## config.mk

```make
export PLATFORM = sky130hd
export DESIGN_NAME = pipe_ctrl_unit_flat
export DESIGN_NICKNAME = d
export VERILOG_FILES = /design/src/rtl/pipe_ctrl_unit_pkg.sv /design/src/rtl/pipe_ctrl_unit_if.sv /design/src/rtl/pipe_ctrl_unit_instr_decoder.sv /design/src/rtl/pipe_ctrl_unit.sv /design/src/flat_wrapper.sv
export SDC_FILE = /design/constraint.sdc
export NUM_CORES = 1
export LEC_CHECK = 0
export ABC_AREA = 1
export CAP_MARGIN = 25
export CORE_UTILIZATION = 40
export CTS_CLUSTER_SIZE = 12
export DETAILED_ROUTE_END_ITERATION = 10
export HOLD_SLACK_MARGIN = 0.03
export PLACE_DENSITY = 0.75
export SYNTH_ARGS = -nofsm -noshare
export SYNTH_HDL_FRONTEND = slang
export SYNTH_SLANG_ARGS = --single-unit
```

## constraint.sdc

```tcl
create_clock -name clk -period 3.4 [get_ports clk]
set_clock_uncertainty 0.15 [all_clocks]
set_input_delay 0.85 -clock clk [delete_from_list [all_inputs] [get_ports clk]]
set_output_delay 0.85 -clock clk [all_outputs]
set_load 0.005 [all_outputs]
```

## src/rtl/pipe_ctrl_unit_pkg.sv

```systemverilog
// Shared encodings for the instruction decoder and pipeline interlock controller.
package cpu_ctrl_pkg;

  localparam int unsigned OP_W  = 6;
  localparam int unsigned FN_W  = 6;
  localparam int unsigned CNT_W = 4;

  localparam logic [OP_W-1:0] OP_RTYPE = 6'b000000;
  localparam logic [OP_W-1:0] OP_ADDI  = 6'b001000;
  localparam logic [OP_W-1:0] OP_LW    = 6'b100011;
  localparam logic [OP_W-1:0] OP_SW    = 6'b101011;
  localparam logic [OP_W-1:0] OP_BEQ   = 6'b000100;
  localparam logic [OP_W-1:0] OP_BNE   = 6'b000101;
  localparam logic [OP_W-1:0] OP_J     = 6'b000010;
  localparam logic [OP_W-1:0] OP_NOP   = 6'b111111;

  localparam logic [FN_W-1:0] FN_ADD = 6'b100000;
  localparam logic [FN_W-1:0] FN_SUB = 6'b100010;
  localparam logic [FN_W-1:0] FN_AND = 6'b100100;
  localparam logic [FN_W-1:0] FN_OR  = 6'b100101;
  localparam logic [FN_W-1:0] FN_SLT = 6'b101010;

  localparam logic [1:0] PC_SEQ    = 2'b00;
  localparam logic [1:0] PC_BRANCH = 2'b01;
  localparam logic [1:0] PC_JUMP   = 2'b10;

  typedef enum logic [1:0] {
    ST_RUN   = 2'd0,
    ST_STALL = 2'd1,
    ST_FLUSH = 2'd2,
    ST_HALT  = 2'd3
  } state_t;

  typedef struct packed {
    logic            is_r_type;
    logic            is_i_type;
    logic            is_j_type;
    logic            wb_from_mem;
    logic            reg_we;
    logic            mem_we;
    logic [1:0]      pc_sel;
    logic [FN_W-1:0] alu_op;
  } ctrl_t;

endpackage

```

## src/rtl/pipe_ctrl_unit_if.sv

```systemverilog
// Instruction-side inputs and datapath control strobes of the pipeline controller.
interface pipe_ctrl_unit_if;
  logic       instr_valid;
  logic [5:0] opcode;
  logic [5:0] funct;
  logic       alu_zero;
  logic       hz_rs;
  logic       hz_rt;
  logic       is_r_type;
  logic       is_i_type;
  logic       is_j_type;
  logic       wb_from_mem;
  logic       reg_we;
  logic       mem_we;
  logic       pc_load;
  logic [1:0] pc_sel;
  logic [5:0] alu_op;
  logic       bubble;
  logic       illegal;

  modport master (
    output instr_valid, opcode, funct, alu_zero, hz_rs, hz_rt,
    input  is_r_type, is_i_type, is_j_type, wb_from_mem, reg_we, mem_we,
    input  pc_load, pc_sel, alu_op, bubble, illegal
  );

  modport slave (
    input  instr_valid, opcode, funct, alu_zero, hz_rs, hz_rt,
    output is_r_type, is_i_type, is_j_type, wb_from_mem, reg_we, mem_we,
    output pc_load, pc_sel, alu_op, bubble, illegal
  );
endinterface

```

## src/rtl/pipe_ctrl_unit_instr_decoder.sv

```systemverilog
// Combinational opcode/funct decode into datapath strobes and operand-use flags.
module instr_decoder
  import cpu_ctrl_pkg::*;
#(
  parameter bit EN_BNE   = 1'b1,
  parameter bit EN_LOGIC = 1'b1
) (
  input  logic [OP_W-1:0] opcode,
  input  logic [FN_W-1:0] funct,
  input  logic            alu_zero,
  output ctrl_t           ctrl,
  output logic            illegal,
  output logic            uses_rs,
  output logic            uses_rt,
  output logic            is_branch,
  output logic            is_jump
);

  always_comb begin
    ctrl      = '0;
    illegal   = 1'b0;
    uses_rs   = 1'b1;
    uses_rt   = 1'b0;
    is_branch = 1'b0;
    is_jump   = 1'b0;
    unique case (opcode)
      OP_RTYPE: begin
        uses_rt = 1'b1;
        if ((funct == FN_ADD) || (funct == FN_SUB) ||
            (EN_LOGIC && ((funct == FN_AND) || (funct == FN_OR) || (funct == FN_SLT)))) begin
          ctrl.is_r_type = 1'b1;
          ctrl.reg_we    = 1'b1;
          ctrl.alu_op    = funct;
        end else begin
          illegal = 1'b1;
        end
      end
      OP_ADDI: begin
        ctrl.is_i_type = 1'b1;
        ctrl.reg_we    = 1'b1;
        ctrl.alu_op    = FN_ADD;
      end
      OP_LW: begin
        ctrl.is_i_type   = 1'b1;
        ctrl.reg_we      = 1'b1;
        ctrl.wb_from_mem = 1'b1;
        ctrl.alu_op      = FN_ADD;
      end
      OP_SW: begin
        uses_rt        = 1'b1;
        ctrl.is_i_type = 1'b1;
        ctrl.mem_we    = 1'b1;
        ctrl.alu_op    = FN_ADD;
      end
      OP_BEQ, OP_BNE: begin
        if ((opcode == OP_BEQ) || EN_BNE) begin
          uses_rt        = 1'b1;
          is_branch      = 1'b1;
          ctrl.is_i_type = 1'b1;
          ctrl.alu_op    = FN_SUB;
          // beq takes on equal operands, bne on unequal
          if (alu_zero == (opcode == OP_BEQ)) ctrl.pc_sel = PC_BRANCH;
        end else begin
          illegal = 1'b1;
        end
      end
      OP_J: begin
        uses_rs        = 1'b0;
        is_jump        = 1'b1;
        ctrl.is_j_type = 1'b1;
        ctrl.pc_sel    = PC_JUMP;
      end
      OP_NOP: uses_rs = 1'b0;
      default: illegal = 1'b1;
    endcase
  end

endmodule

```

## src/rtl/pipe_ctrl_unit.sv

```systemverilog
// Decode plus RUN/STALL/FLUSH/HALT interlock FSM gating the datapath strobes.
module pipe_ctrl_unit
  import cpu_ctrl_pkg::*;
#(
  parameter int unsigned STALL_CYCLES = 1,
  parameter int unsigned FLUSH_CYCLES = 1,
  parameter bit          EN_BNE       = 1'b1,
  parameter bit          EN_LOGIC     = 1'b1
) (
  input logic             clk,
  input logic             rst,
  pipe_ctrl_unit_if.slave bus
);

  state_t           state;
  logic [CNT_W-1:0] cnt;
  logic             illegal_q;

  ctrl_t dec;
  logic  dec_illegal, uses_rs, uses_rt, is_branch, is_jump;
  logic  hazard, transfer;

  instr_decoder #(
    .EN_BNE  (EN_BNE),
    .EN_LOGIC(EN_LOGIC)
  ) u_dec (
    .opcode   (bus.opcode),
    .funct    (bus.funct),
    .alu_zero (bus.alu_zero),
    .ctrl     (dec),
    .illegal  (dec_illegal),
    .uses_rs  (uses_rs),
    .uses_rt  (uses_rt),
    .is_branch(is_branch),
    .is_jump  (is_jump)
  );

  assign hazard   = bus.instr_valid & ((bus.hz_rs & uses_rs) | (bus.hz_rt & uses_rt));
  assign transfer = is_jump | (is_branch & (dec.pc_sel == PC_BRANCH));

  // State, bubble counter and sticky illegal flag
  always_ff @(posedge clk or posedge rst) begin
    if (rst) begin
      state     <= ST_RUN;
      cnt       <= '0;
      illegal_q <= 1'b0;
    end else begin
      case (state)
        ST_RUN: begin
          if (hazard) begin
            if (STALL_CYCLES > 1) begin
              state <= ST_STALL;
              cnt   <= CNT_W'(STALL_CYCLES - 1);
            end
          end else if (bus.instr_valid && dec_illegal) begin
            state     <= ST_HALT;
            illegal_q <= 1'b1;
          end else if (bus.instr_valid && transfer && (FLUSH_CYCLES != 0)) begin
            state <= ST_FLUSH;
            cnt   <= CNT_W'(FLUSH_CYCLES);
          end
        end
        ST_STALL, ST_FLUSH: begin
          if (cnt != '0) cnt <= cnt - CNT_W'(1);
          if (cnt <= CNT_W'(1)) state <= ST_RUN;
        end
        ST_HALT: state <= ST_HALT;
        default: state <= ST_RUN;
      endcase
    end
  end

  // Output gating; reset forces the sequential-fetch pattern immediately
  always_comb begin
    bus.is_r_type   = 1'b0;
    bus.is_i_type   = 1'b0;
    bus.is_j_type   = 1'b0;
    bus.wb_from_mem = 1'b0;
    bus.reg_we      = 1'b0;
    bus.mem_we      = 1'b0;
    bus.pc_load     = 1'b0;
    bus.pc_sel      = PC_SEQ;
    bus.alu_op      = '0;
    bus.bubble      = 1'b0;
    bus.illegal     = illegal_q;
    if (rst) begin
      bus.pc_load = 1'b1;
      bus.illegal = 1'b0;
    end else begin
      case (state)
        ST_RUN: begin
          if (hazard) begin
            bus.bubble = 1'b1;
          end else if (bus.instr_valid && !dec_illegal) begin
            bus.is_r_type   = dec.is_r_type;
            bus.is_i_type   = dec.is_i_type;
            bus.is_j_type   = dec.is_j_type;
            bus.wb_from_mem = dec.wb_from_mem;
            bus.reg_we      = dec.reg_we;
            bus.mem_we      = dec.mem_we;
            bus.pc_sel      = dec.pc_sel;
            bus.alu_op      = dec.alu_op;
            bus.pc_load     = 1'b1;
          end
        end
        ST_FLUSH: begin
          bus.bubble  = 1'b1;
          bus.pc_load = 1'b1;
        end
        default: bus.bubble = 1'b1;
      endcase
    end
  end

endmodule

```

## src/flat_wrapper.sv

```systemverilog
// flat-port wrapper written by rule: the top's interface ports become plain ports
module pipe_ctrl_unit_flat import cpu_ctrl_pkg::*;
#(
  parameter int unsigned STALL_CYCLES = 1,
  parameter int unsigned FLUSH_CYCLES = 1,
  parameter bit          EN_BNE       = 1'b1,
  parameter bit          EN_LOGIC     = 1'b1
)
  (clk, rst, bus_instr_valid, bus_opcode, bus_funct, bus_alu_zero, bus_hz_rs, bus_hz_rt, bus_is_r_type, bus_is_i_type, bus_is_j_type, bus_wb_from_mem, bus_reg_we, bus_mem_we, bus_pc_load, bus_pc_sel, bus_alu_op, bus_bubble, bus_illegal);
  pipe_ctrl_unit_if bus_i ();
  input logic clk;
  input logic rst;
  input wire logic [$bits(bus_i.instr_valid)-1:0] bus_instr_valid;
  input wire logic [$bits(bus_i.opcode)-1:0] bus_opcode;
  input wire logic [$bits(bus_i.funct)-1:0] bus_funct;
  input wire logic [$bits(bus_i.alu_zero)-1:0] bus_alu_zero;
  input wire logic [$bits(bus_i.hz_rs)-1:0] bus_hz_rs;
  input wire logic [$bits(bus_i.hz_rt)-1:0] bus_hz_rt;
  output wire logic [$bits(bus_i.is_r_type)-1:0] bus_is_r_type;
  output wire logic [$bits(bus_i.is_i_type)-1:0] bus_is_i_type;
  output wire logic [$bits(bus_i.is_j_type)-1:0] bus_is_j_type;
  output wire logic [$bits(bus_i.wb_from_mem)-1:0] bus_wb_from_mem;
  output wire logic [$bits(bus_i.reg_we)-1:0] bus_reg_we;
  output wire logic [$bits(bus_i.mem_we)-1:0] bus_mem_we;
  output wire logic [$bits(bus_i.pc_load)-1:0] bus_pc_load;
  output wire logic [$bits(bus_i.pc_sel)-1:0] bus_pc_sel;
  output wire logic [$bits(bus_i.alu_op)-1:0] bus_alu_op;
  output wire logic [$bits(bus_i.bubble)-1:0] bus_bubble;
  output wire logic [$bits(bus_i.illegal)-1:0] bus_illegal;
  assign bus_i.instr_valid = bus_instr_valid;
  assign bus_i.opcode = bus_opcode;
  assign bus_i.funct = bus_funct;
  assign bus_i.alu_zero = bus_alu_zero;
  assign bus_i.hz_rs = bus_hz_rs;
  assign bus_i.hz_rt = bus_hz_rt;
  assign bus_is_r_type = bus_i.is_r_type;
  assign bus_is_i_type = bus_i.is_i_type;
  assign bus_is_j_type = bus_i.is_j_type;
  assign bus_wb_from_mem = bus_i.wb_from_mem;
  assign bus_reg_we = bus_i.reg_we;
  assign bus_mem_we = bus_i.mem_we;
  assign bus_pc_load = bus_i.pc_load;
  assign bus_pc_sel = bus_i.pc_sel;
  assign bus_alu_op = bus_i.alu_op;
  assign bus_bubble = bus_i.bubble;
  assign bus_illegal = bus_i.illegal;
  pipe_ctrl_unit #(.STALL_CYCLES(STALL_CYCLES), .FLUSH_CYCLES(FLUSH_CYCLES), .EN_BNE(EN_BNE), .EN_LOGIC(EN_LOGIC)) u_core (.clk(clk), .rst(rst), .bus(bus_i));
endmodule
```

Yosys cells after proc, flatten, opt, wreduce, memory -nomap -nowiden
Index checks and enable logic that the tools add are counted.

storage, ports and cells
  flip-flop bits (word level) = 7
  word-level logic and storage cells = 124
  output and inout port bits = 17

cells by class
  muxes and demuxes = 66
  order comparisons = 1
  reductions and logical operators = 23
  bitwise gates (word level) = 7
  equal/unequal tests = 23
  add/sub/neg operators = 1

operators by type and width
  operator                                                         number
  equality test 6 bit (second input constant)                      8
  two-way mux 1 bit                                                42
  two-way mux 6 bit                                                5
  case mux 6 bit (3 select lines)                                  1
  two-way mux 2 bit                                                8
  two-way mux 4 bit                                                4
  equality test 6 x 3 -> 1 bit (second input constant)             2
  case mux 4 bit (2 select lines)                                  1
  OR reduction 2 bit                                               4
  OR reduction 7 bit                                               1
  equality test 6 x 2 -> 1 bit (second input constant)             1
  equality test 6 x 4 -> 1 bit (second input constant)             1
  logical NOT 6 bit                                                1
  != test 2 x 1 -> 1 bit (second input constant)                   3
  case mux 1 bit (2 select lines)                                  3
  case mux 2 bit (3 select lines)                                  1
  AND reduction 3 bit                                              2
  AND reduction 5 bit                                              1
  OR reduction 5 bit                                               1
  bitwise AND 1 bit                                                4
  equality test 2 x 1 -> 1 bit (second input constant)             2
  equality test 2 bit (second input constant)                      2
  less-or-equal comparator 4 x 1 -> 1 bit (second input constant)  1
  logical OR 1 bit                                                 4
  14 further kinds                                                 18

Depth between registers and ports, before layout
Gate-level depths: netlist of the first run.

  depth in word-level cells = 12
  depth in mapped cells = 12
  gate-level depth less buffers = 12

Modules after synthesis
A second synthesis of the first run with hierarchy kept.

second synthesis, totals
  cells, all modules = 175
  area total of the unflattened synthesis = 1001.0 µm²

modules (own cells, without submodules)
  module          cells an instance  area an instance (µm²)  instances
  pipe_ctrl_unit  118                726.9                   1
  instr_decoder   57                 274.0                   1

Least setup slack after synthesis of the first run
No wires, ideal clock.

  kind = in2out
  from = input port bus_opcode[2]
  to = output port bus_alu_op[1]
  buffers on the path = 0
  stages on the path = 11
  path slack = 0.618 ns
  required time = 2.400 ns
  arrival time = 1.782 ns
  cells stage by stage = nor2_2 -> nand3_2 -> nand2_1 -> inv_1 -> nand2_1 -> nand2_2 -> nand2_2 -> nand3_2 -> inv_2 -> nand3_4 -> nor2_1

on the way
  longest elaborated chain between the ends = 9

RTL lines
  element                                                        RTL line                                    text
  start: declaration                                             flat_wrapper.sv:14                          input wire logic [$bits(bus_i.opcode)-1:0] bus_opcode;
  equality test 6 x 3 -> 1 bit (tied with other cells)           pipe_ctrl_unit_instr_decoder.sv:26          unique case (opcode)
  OR reduction 7 bit (no line) (tied with other cells)           n/a
  case mux 1 bit (2 select lines) (tied with other cells)        pipe_ctrl_unit_instr_decoder.sv:26
  logical NOT 1 bit / bitwise AND 1 bit (equally long branches)  pipe_ctrl_unit.sv:94, pipe_ctrl_unit.sv:38
  logical AND 1 bit / bitwise OR 1 bit (equally long branches)   pipe_ctrl_unit.sv:94, pipe_ctrl_unit.sv:38
  two-way mux 6 bit / bitwise AND 1 bit (equally long branches)  pipe_ctrl_unit.sv:94, pipe_ctrl_unit.sv:38
  two-way mux 6 bit (*)                                          pipe_ctrl_unit.sv:92                        if (hazard) begin
  two-way mux 6 bit (*)                                          pipe_ctrl_unit.sv:90                        case (state)
  two-way mux 6 bit (*)                                          pipe_ctrl_unit.sv:86                        if (rst) begin
  end: declaration                                               flat_wrapper.sv:27                          output wire logic [$bits(bus_i.alu_op)-1:0] bus_alu_op;

Every way passes the cells marked *; elsewhere a longest branch is shown, timed or not.

Final worst setup path of the first run
  from = input port bus_funct[5]
  to = output port bus_is_j_type

on the way
  longest elaborated chain between the ends = 12

RTL lines
  element                              RTL line                            text
  start: declaration                   flat_wrapper.sv:15                  input wire logic [$bits(bus_i.funct)-1:0] bus_funct;
  equality test 6 bit                  pipe_ctrl_unit_instr_decoder.sv:30  (EN_LOGIC && ((funct == FN_AND) || (funct == FN_OR) || (funct == FN_SLT)))) begin
  logical OR 1 bit (2 in a row)        pipe_ctrl_unit_instr_decoder.sv:30
  logical OR 1 bit (*)                 pipe_ctrl_unit_instr_decoder.sv:29  if ((funct == FN_ADD) || (funct == FN_SUB) ||
  two-way mux 1 bit (*)                pipe_ctrl_unit_instr_decoder.sv:29
  case mux 1 bit (2 select lines) (*)  pipe_ctrl_unit_instr_decoder.sv:26
  logical NOT 1 bit (*)                pipe_ctrl_unit.sv:94                end else if (bus.instr_valid && !dec_illegal) begin
  logical AND 1 bit (*)                pipe_ctrl_unit.sv:94
  two-way mux 1 bit (*)                pipe_ctrl_unit.sv:94
  two-way mux 1 bit (*)                pipe_ctrl_unit.sv:92
  two-way mux 1 bit (*)                pipe_ctrl_unit.sv:90
  two-way mux 1 bit (*)                pipe_ctrl_unit.sv:86
  end: declaration                     flat_wrapper.sv:21                  output wire logic [$bits(bus_i.is_j_type)-1:0] bus_is_j_type;

Marked as above.

==> impl_summary.log, run 1 <==
[metrics] total grt overflow: 0
[metrics] Final period util: 0.994
[metrics] area grow syn2layout: 66.3%
[metrics] Logic pwr share: 0.638
[metrics] fin nets: 235
[metrics] detailed router's first-iteration violation count: 13
[metrics] Post-CTS Hold Buffers: 0
[metrics] H-tree levels: 1
[metrics] Max-cap violations: 0
[metrics] IR drop worst, VDD: 0.454 mV
[metrics] peak fanout along the critical path: 5
[metrics] Floorplan Core Area: 2000 µm²
[metrics] NetSw: 0.281 mW
[metrics] type of the tightest min-delay check: register to register
[metrics] async set-or-reset flop fraction in the synthesized netlist: 1.00
[metrics] number of flip-flops and latches in the synthesized netlist: 7
[metrics] antenna violations before repair: 0
[metrics] Req. time, crit path: 2.40 ns
[metrics] synthesized instance count: 148
[metrics] Setup Crit Path Kind: primary input to output port
[metrics] Crit. End Element: output port
[metrics] distinct cell type count after synthesis: 22
[metrics] Antenna diodes: 0
[metrics] fraction of final layout cells sized beyond drive strength 1: 0.308
[metrics] leakage power total: 0.808 nW
[metrics] switching portion of total power: 0.470
[metrics] cell type with the largest total area after synthesis: dfrtp_1
[metrics] power share of the sequential group: 0.237
[metrics] setup TNS: 0 ns
[metrics] Top FF cell, synth: dfrtp_1
[metrics] detail-routed via count per cell: about 4.7
[metrics] CP max-delay cell: clkdlybuf4s50_1
[metrics] synthesized area per cell: 5.82 µm²
[metrics] ranking of synthesized cells by instance count: 38 x nand2_1, 27 x nor2_1, 26 x inv_1, 12 x nand3_1, 7 x dfrtp_1
[metrics] count of clock tree sinks: 7
[metrics] final hold viol count: 0
[metrics] Total Die Area: between 2000 and 2500 µm²
[metrics] CTS tree: done
[metrics] per-cell routed wire length: 10.7 µm
[metrics] Final Setup Violations: 0
[metrics] Max Root-Sink Buffers: 2
[metrics] DRC violation count after routing: 0
[metrics] synthesized area: 862 µm²
[metrics] Synth warnings: 0
[metrics] RSZ-0062 raised after global routing: yes
[metrics] Root Buffer Master: clkbuf_4
[metrics] Startpoint Class: primary input
[metrics] leading post-synthesis cells by cell area: dfrtp_1 20%, nand2_1 17%, nor2_1 12%, inv_1 11%, ha_1 7.3%
[metrics] last weighted congestion value of the routability-driven placer: 0.802
[metrics] first-pass iteration count of the detailed router: 6
[metrics] CP max stage delay: 0.46 ns
[metrics] portion of synthesized cell area occupied by the leading cell type: 0.203
[metrics] Detail Route Antenna Nets: 0
[metrics] Internal Power: between 0.3 and 0.4 mW
[metrics] placed wire-length estimate after detailed placement: 1960 µm
[metrics] via count of the first global-routing pass: ~1,100
[metrics] share of power burned in the clock network: 0.125
[metrics] library cell appearing most often on the critical path: nor2_1
[metrics] number of buffers created by CTS: 3
[metrics] Crit path arrival time: 2.38 ns
[metrics] wire length of the first global-routing pass: 4340 µm
[metrics] buffers added on ports: 33
[metrics] latest clock arrival within the worst-skew pair: 0.25 ns
[metrics] Total Routing Usage GR: 0.227
[metrics] Reg clk slew, reported paths: 0.05 ns
[metrics] Net Count, Synth: 171
[metrics] die boundary width: 48.4 µm
[metrics] most frequent cell after synthesis: nand2_1
[metrics] final critical-path setup slack: 0.0196 ns
[metrics] wirelength, routed: 2550 µm
[metrics] total number of placement rows: 16
[metrics] maximum clock frequency: 0.296 GHz
[metrics] pin count of the biggest net entering global routing: 8
[metrics] initial core utilization: 0.431
[metrics] boundary pin count: 35
[metrics] Slew Limit Fails: 0
[metrics] sequential cell area fraction in the yosys report: 0.203
[metrics] Die Y: 48.4 µm
[metrics] via count: roughly 1,100
[metrics] Cell Chain, Critical Path: clkdlybuf4s50_1, inv_1, nor2_1, nand2_1, nor2_1, nand2_2, nand2_4, nand3_4, buf_4, nor2_1, clkdlybuf4s15_1
[metrics] fill cell count: 189
[metrics] final worst path period need: 3.38 ns
[metrics] number of synthesized flops with an enable pin: 0
[metrics] run status: complete, no violations
[metrics] pwr dens: ~420 nW/µm²
[metrics] post-placement worst setup slack: -0.466 ns
-- critical path: cells and delay by family --
kind | cells | cell delay, ns
buf+inv | 4 | 0.88
simple gates | 7 | 0.66
-- metrics by stage --
stage | hold slack, ns | util | total power [mW] | instances | cell area [µm²]
6_report | 0.323 | 0.716 | 0.598 | 238 | 1430
5_1_grt | 0.410 | 0.716 | 0.663 | 238 | 1430
4_1_cts | 0.324 | 0.714 | 0.594 | 234 | 1430
3_5_place_dp | 0.312 | 0.680 | 0.513 | 226 | 1360
3_3_place_gp | 0.291 | 0.680 | 0.498 | 226 | 1360
2_1_floorplan | 0.277 | - | 0.403 | 148 | 862
-- power by group through the flow --
stage	logic (mW)	clock network [mW]	registers [mW]
2_1_floorplan	0.267	0	0.137
3_3_place_gp	0.357	0	0.140
3_5_place_dp	0.371	0	0.142
4_1_cts	0.375	0.0781	0.141
5_1_grt	0.435	0.0830	0.144
6_report	0.382	0.0747	0.142
-- logic make-up after synthesis --
group	share of synthesized area
xor gates and xnor gates	0.0203
AOI/OAI and AO/OA	0.0668
and+or+nand+nor	0.502
buffers and inverters	0.131
DFF	0.203
other	0.00435
adders and majority gates	0.0726
-- layer usage --
layer  part of all wire  GRT usage  vias up  wire length [µm]
met1               0.43      0.266      512              1100
met5                  0          0        -                 0
li1                   -          -      584                 -
met2               0.54      0.451       22              1390
met3              0.025     0.0314        0                65
met4                  0     0.0147        0                 0
-- area by class of cell --
type	count	area, µm²	area share
clock buffer	4	26.3	0.0183
inverter	28	108	0.0750
multi-input combinational	112	604	0.421
sequential	7	175	0.122
tap	27	33.8	0.0236
timing repair buffer	60	487	0.339
-- registers in the layout, summed over array words and instances (netlist names) --
| signal | count |
|---|---|
| u_core.cnt | 4 |
| u_core.state | 2 |
| u_core.illegal_q | 1 |
-- cells in the final DEF, fill, tap and decap left out, types with 4 or more instances in the layout --
cell type        instances
inv_1                   22
nand2_1                 36
nor2_1                  24
dlygate4sd2_1            6
nand3_1                 12
clkbuf_2                 5
ha_1                     5
nor2_2                   5
clkdlybuf4s50_1         12
inv_2                    5
o21ai_0                  5
buf_2                    4
buf_4                   27
dfrtp_1                  7
nand2_2                  4
-- worst paths after layout --
kind                                   from          endpoint  slack, ns  depth (start not counted)
setup / recovery               bus_funct[5]     bus_is_j_type       0.02                         11
hold / removal             u_core.illegal_q  u_core.illegal_q       0.32                          2
setup reg to reg            u_core.state[0]     u_core.cnt[0]       1.70                          9
hold reg to reg            u_core.illegal_q  u_core.illegal_q       0.32                          2
max in group asynchronous               rst     u_core.cnt[0]       1.97                          3
min in group asynchronous               rst  u_core.illegal_q       1.00                          3
-- timing repair --
item,CTS,global route
buffers inserted,4,4
pin swaps,7,4
endpoints found under the hold margin,0,0
resized for setup,41,23
endpoints found under the setup margin,15,9
(Power assumes the default switching activity.)
==> run 2, diff against run 1 <==
--- a/config.mk
+++ b/config.mk
@@ -12,6 +12,7 @@
 export DETAILED_ROUTE_END_ITERATION = 10
 export HOLD_SLACK_MARGIN = 0.03
 export PLACE_DENSITY = 0.75
+export SKIP_CTS_REPAIR_TIMING = 1
 export SYNTH_ARGS = -nofsm -noshare
 export SYNTH_HDL_FRONTEND = slang
 export SYNTH_SLANG_ARGS = --single-unit
==> run 2 against run 1 <==
- the run now ends with setup timing left
- sequential share of layout area decreased by 0.34 points
- via count decreased by 2.1%
- sequential power about the same
- combinational power decreased by 1%
- maximum frequency decreased by 6.6%
- first-iteration DRC count decreased by 38%
- register-to-register slack about the same
- flip-flop and latch count unchanged
- die area unchanged
- non-clock buffer count decreased by 4
- worst setup slack got worse by 0.24 ns
- routed wire length decreased by 1.4%
- largest cell class unchanged
- largest power group unchanged
- highest routed layer unchanged
==> impl_summary.log, run 2 (synthesis gave the netlist of run 1 again) <==
[metrics] run status: complete, but fails checks
[metrics] failing checks: setup timing
[metrics] fin nets: 231
[metrics] wire length of the first global-routing pass: 4020 µm
[metrics] worst reg2reg path depth: 9
[metrics] pwr dens: 403 nW/µm²
[metrics] detailed router's first-iteration violation count: 8
[metrics] Reg clk slew, reported paths: 0.05 ns
[metrics] buffers added on ports: 33
[metrics] initial core utilization: 0.431
[metrics] placed wire-length estimate after detailed placement: around 2000 µm
[metrics] peak fanout along the critical path: 8
[metrics] Floorplan Core Area: around 2000 µm²
[metrics] area grow syn2layout: 71.1%
[metrics] H-tree levels: 1
[metrics] detail-routed via count per cell: around 4.7
[metrics] Req. time, crit path: 2.40 ns
[metrics] Total Routing Usage GR: 0.208
[metrics] Root Buffer Master: clkbuf_4
[metrics] Cell Chain, Critical Path: clkdlybuf4s50_1, inv_1, nand2_1, nand2_1, nor2_1, nand2_2, nand2_2, nand3_4, nor2_1, clkdlybuf4s50_1
[metrics] antenna violations before repair: 0
[metrics] fill cell count: 174
[metrics] area occupied by multi-input gates: between 600 and 700 µm²
[metrics] endpoint of the worst-slack reg-to-reg timing path: u_core.cnt[0]
[metrics] total placed instance area: 1360 µm²
[metrics] post-route cell area: 1480 µm²
[metrics] DRC violation count after routing: 0
[metrics] RSZ-0062 raised after global routing: yes
[metrics] fraction of final layout cells sized beyond drive strength 1: 0.261
[metrics] Total Die Area: about 2300 µm²
[metrics] number of placed instances with taps included: 226
[metrics] IR drop worst, VDD: 0.451 mV
[metrics] leakage power total: between 0.9 and 1 nW
[metrics] Max Root-Sink Buffers: 2
[metrics] most common cell after layout, fill and taps aside: nand2_1
[metrics] top flop regs: u_core.cnt x4, u_core.state x2, u_core.illegal_q x1
[metrics] CP max stage delay: about 0.50 ns
[metrics] Setup Crit Path Kind: primary input to output port
[metrics] overall power: roughly 0.59 mW
[metrics] total grt overflow: 0
[metrics] number of buffers created by CTS: 3
[metrics] wirelength, routed: 2520 µm
[metrics] final hold viol count: 0
[metrics] boundary pin count: 35
[metrics] pin count of the biggest net entering global routing: 9
[metrics] end point of the critical path: bus_reg_we
[metrics] flop2flop setup slack: 1.71 ns
[metrics] CTS tree: done
[metrics] FF/Latch Area: 175 µm²
[metrics] Reg-to-Reg Start: u_core.state[0]
[metrics] via count of the first global-routing pass: just over 1,000
[metrics] final worst path period need: 3.62 ns
[metrics] non-filler instance count after layout: 234
[metrics] total number of placement rows: 16
[metrics] Final Setup Violations: 5
[metrics] first-pass iteration count of the detailed router: 4
[metrics] type of the tightest min-delay check: register to register
[metrics] CP max-delay cell: clkdlybuf4s50_1
[metrics] Startpoint Class: primary input
[metrics] Detail Route Antenna Nets: 0
[metrics] maximum clock frequency: 0.276 GHz
[metrics] count of clock tree sinks: 7
[metrics] worst hold path startpoint: u_core.illegal_q
[metrics] commonest non-fill, non-tap cells in the layout: 36 x nand2_1, 24 x inv_1, 23 x buf_4
[metrics] Final Hold Slack: 0.315 ns
[metrics] Antenna diodes: 0
[metrics] last weighted congestion value of the routability-driven placer: 0.802
[metrics] Slew Limit Fails: 0
[metrics] worst setup path startpoint: bus_funct[1]
[metrics] flip-flop count of the largest register after layout: 4
[metrics] Reg with most FFs: u_core.cnt
[metrics] per-cell routed wire length: 10.8 µm
[metrics] latest clock arrival within the worst-skew pair: 0.25 ns
[metrics] Final period util: 1.06
[metrics] post-placement worst setup slack: -0.466 ns
[metrics] final critical-path setup slack: -0.219 ns
[metrics] Crit path arrival time: around 2.6 ns
[metrics] Die Y: 48.4 µm
[metrics] via count: approximately 1,100
[metrics] die boundary width: slightly below 50 µm
[metrics] Max-cap violations: 0
[metrics] Crit. End Element: output port
==> run 2: final cells by class <==
cell class,instances,share of cell area
Tap cell,27,0.0229
Multi-Input combinational cell,112,0.415
Timing Repair Buffer,56,0.353
Sequential cell,7,0.119
Clock buffer,4,0.0178
Inverter,28,0.0729
==> run 2: routing by layer <==
layer,GRT usage,share of wire,vias up
li1,-,-,570
met1,0.246,0.42,502
met2,0.408,0.55,22
met3,0.0314,0.025,0
met4,0.0147,0,0
met5,0,0,-
==> run 2: report_power, final <==
group	internal, mW	total, mW	leakage [nW]	switching, mW
combinational	0.155	0.378	0.846	0.223
sequential	0.115	0.141	0.0846	0.0259
clock	0.0448	0.0748	0.0150	0.0301
total	0.315	0.594	0.945	0.279
==> run 2: how the worst min path moves through the flow <==
| stage | slack, ns | endpoint | cells past startpoint |
|---|---|---|---|
| after global placement | 0.29 | u_core.illegal_q | 2 |
| after detailed placement | 0.31 | u_core.illegal_q | 2 |
| final | 0.31 | u_core.illegal_q | 2 |
| after global routing | 0.39 | u_core.illegal_q | 2 |
| after floorplan | 0.28 | u_core.illegal_q | 2 |
| after CTS | 0.32 | u_core.illegal_q | 2 |
==> run 2: critical path: cells and delay by family <==
family	cells	cell delay (ns)
buf+inv	3	1.06
simple gates	7	0.71
==> run 2: metrics by stage <==
step           TNS [ns]   util
6_report         -0.736  0.737
5_1_grt           -1.37  0.737
4_1_cts           -6.50  0.693
3_5_place_dp      -6.45  0.680
3_3_place_gp      -5.89  0.680
2_1_floorplan         0      -
==> run 3, diff against run 2 <==
--- a/config.mk
+++ b/config.mk
@@ -10,6 +10,7 @@
 export CORE_UTILIZATION = 40
 export CTS_CLUSTER_SIZE = 12
 export DETAILED_ROUTE_END_ITERATION = 10
+export GPL_TIMING_DRIVEN = 0
 export HOLD_SLACK_MARGIN = 0.03
 export PLACE_DENSITY = 0.75
 export SKIP_CTS_REPAIR_TIMING = 1
==> run 3 against run 2 <==
- the run still ends with setup timing left
- clock power increased by 5.9%
- core utilization fell by 6.6 points
- worst setup slack improved by 0.074 ns
- flip-flop and latch count unchanged
- largest cell class unchanged
- highest routed layer is now met4
==> impl_summary.log, run 3 (synthesis gave the netlist of run 1 again) <==
[metrics] H-tree levels: 1
[metrics] CP max stage delay: ~0.51 ns
[metrics] total grt overflow: 0
[metrics] Floorplan Core Area: 2000 µm²
[metrics] number of buffers created by CTS: 3
[metrics] commonest non-fill, non-tap cells in the layout: 36 x nand2_1, 24 x inv_1, 20 x nor2_1
[metrics] Crit. End Element: output port
[metrics] per-cell routed wire length: 10.5 µm
[metrics] wirelength, routed: 2290 µm
[metrics] most common cell after layout, fill and taps aside: nand2_1
[metrics] fin nets: 215
[metrics] via count of the first global-routing pass: 917
[metrics] Startpoint Class: primary input
[metrics] Crit path arrival time: 2.54 ns
[metrics] area grow syn2layout: 55.7%
[metrics] Max-cap violations: 0
[metrics] final critical-path setup slack: -0.145 ns
[metrics] top flop regs: u_core.cnt x4, u_core.state x2, u_core.illegal_q x1
[metrics] final hold viol count: 0
[metrics] Total Routing Usage GR: 0.202
[metrics] Setup Crit Path Kind: primary input to output port
[metrics] Final Setup Violations: 4
[metrics] total placed instance area: 1230 µm²
[metrics] leakage power total: between 0.8 and 0.9 nW
[metrics] boundary pin count: 35
[metrics] total number of placement rows: 16
[metrics] IR drop worst, VDD: between 0.5 and 0.6 mV
[metrics] Total Die Area: around 2300 µm²
[metrics] Reg clk slew, reported paths: 0.05 ns
[metrics] final core occ: 0.671
[metrics] run status: complete, but fails checks
[metrics] FF/Latch Area: 175 µm²
[metrics] Final Hold Slack: between 0.3 and 0.4 ns
[metrics] type of the tightest min-delay check: register to register
[metrics] Detail Route Antenna Nets: 0
[metrics] Cell Chain, Critical Path: dlymetal6s2s_1, nor2_4, nand3_4, nand2_1, inv_1, nand2_1, nand2_2, nand2_2, nand3_2, inv_2, nand3_4, nor2_2, clkdlybuf4s50_1
[metrics] CTS tree: done
[metrics] fill cell count: 171
[metrics] buffers added on ports: 33
[metrics] Die Y: just under 50 µm
[metrics] detail-routed via count per cell: 4.68
[metrics] last weighted congestion value of the routability-driven placer: about 0.8
[metrics] detailed router's first-iteration violation count: 16
[metrics] Max Root-Sink Buffers: 2
[metrics] antenna violations before repair: 0
[metrics] RSZ-0062 raised after global routing: yes
[metrics] maximum clock frequency: 0.282 GHz
[metrics] Slew Limit Fails: 0
[metrics] pin count of the biggest net entering global routing: 11
[metrics] initial core utilization: 0.431
[metrics] die boundary width: 48.4 µm
[metrics] via count: 1,020
[metrics] final worst path period need: 3.54 ns
[metrics] wire length of the first global-routing pass: 3630 µm
[metrics] fraction of final layout cells sized beyond drive strength 1: 0.220
[metrics] post-route cell area: 1340 µm²
[metrics] number of placed instances with taps included: approximately 210
[metrics] count of clock tree sinks: 7
[metrics] first-pass iteration count of the detailed router: 5
[metrics] Antenna diodes: 0
[metrics] area occupied by multi-input gates: 614 µm²
[metrics] failing checks: setup timing
[metrics] flip-flop count of the largest register after layout: 4
[metrics] Final period util: 1.04
[metrics] non-filler instance count after layout: 218
[metrics] latest clock arrival within the worst-skew pair: roughly 0.26 ns
[metrics] Req. time, crit path: 2.40 ns
[metrics] setup TNS: -0.253 ns
[metrics] Reg with most FFs: u_core.cnt
[metrics] pwr dens: 434 nW/µm²
[metrics] Root Buffer Master: clkbuf_4
[metrics] peak fanout along the critical path: 8
[metrics] CP max-delay cell: clkdlybuf4s50_1
[metrics] placed wire-length estimate after detailed placement: 1740 µm
[metrics] DRC violation count after routing: 0
run 3: cell types whose count changed in the layout (fill, tap and decap cells not counted), sizes merged:
cell	before	now
buf	23	8
clkdlybuf4s50	17	13
clkbuf	7	10
clkinvlp	0	1
inv	28	27
run 3: where the power goes:
part	switching, mW	internal, mW	total [mW]
Combinational	0.215	0.146	0.362
Sequential	0.0270	0.115	0.142
Clock	0.0342	0.0450	0.0792
Total	0.277	0.307	0.583
run 3: metrics by stage:
stage                     setup WS, ns  total power [mW]
after detailed placement        -0.588             0.500
after floorplan                  0.618             0.403
after global placement          -0.517             0.489
after CTS                       -0.590             0.586
final                           -0.145             0.583
after global routing            -0.293             0.655
run 3: worst max-delay path, delay by kind of cell:
family,cells,cell delay [ns]
AND/OR/NAND/NOR,9,0.86
buffers and inverters,4,0.82
run 3: worst paths after layout:
path | from | to | slack (ns) | cells after the start
max | bus_opcode[4] | bus_pc_sel[0] | -0.14 | 13
min | u_core.illegal_q | u_core.illegal_q | 0.32 | 2
max reg2reg | u_core.state[1] | u_core.cnt[0] | 1.76 | 9
min reg2reg | u_core.illegal_q | u_core.illegal_q | 0.32 | 2
max in group asynchronous | rst | u_core.cnt[0] | 2.09 | 2
min in group asynchronous | rst | u_core.illegal_q | 0.82 | 2
run 3: cell type report:
class / instances / share of cell area
sequential: 7 / 0.130
inverter: 28 / 0.0811
timing repair buffer: 39 / 0.281
multi-input combinational: 112 / 0.458
clock buffer: 4 / 0.0196
buffer: 1 / 0.00559
tap: 27 / 0.0252
run 3: metal layers:
layer | vias to the layer above | global-route usage | routed length [µm]
li1 | 540 | - | -
met1 | 452 | 0.218 | 907
met2 | 23 | 0.359 | 1220
met3 | 5 | 0.0535 | 126
met4 | 0 | 0.103 | 41
met5 | - | 0 | 0
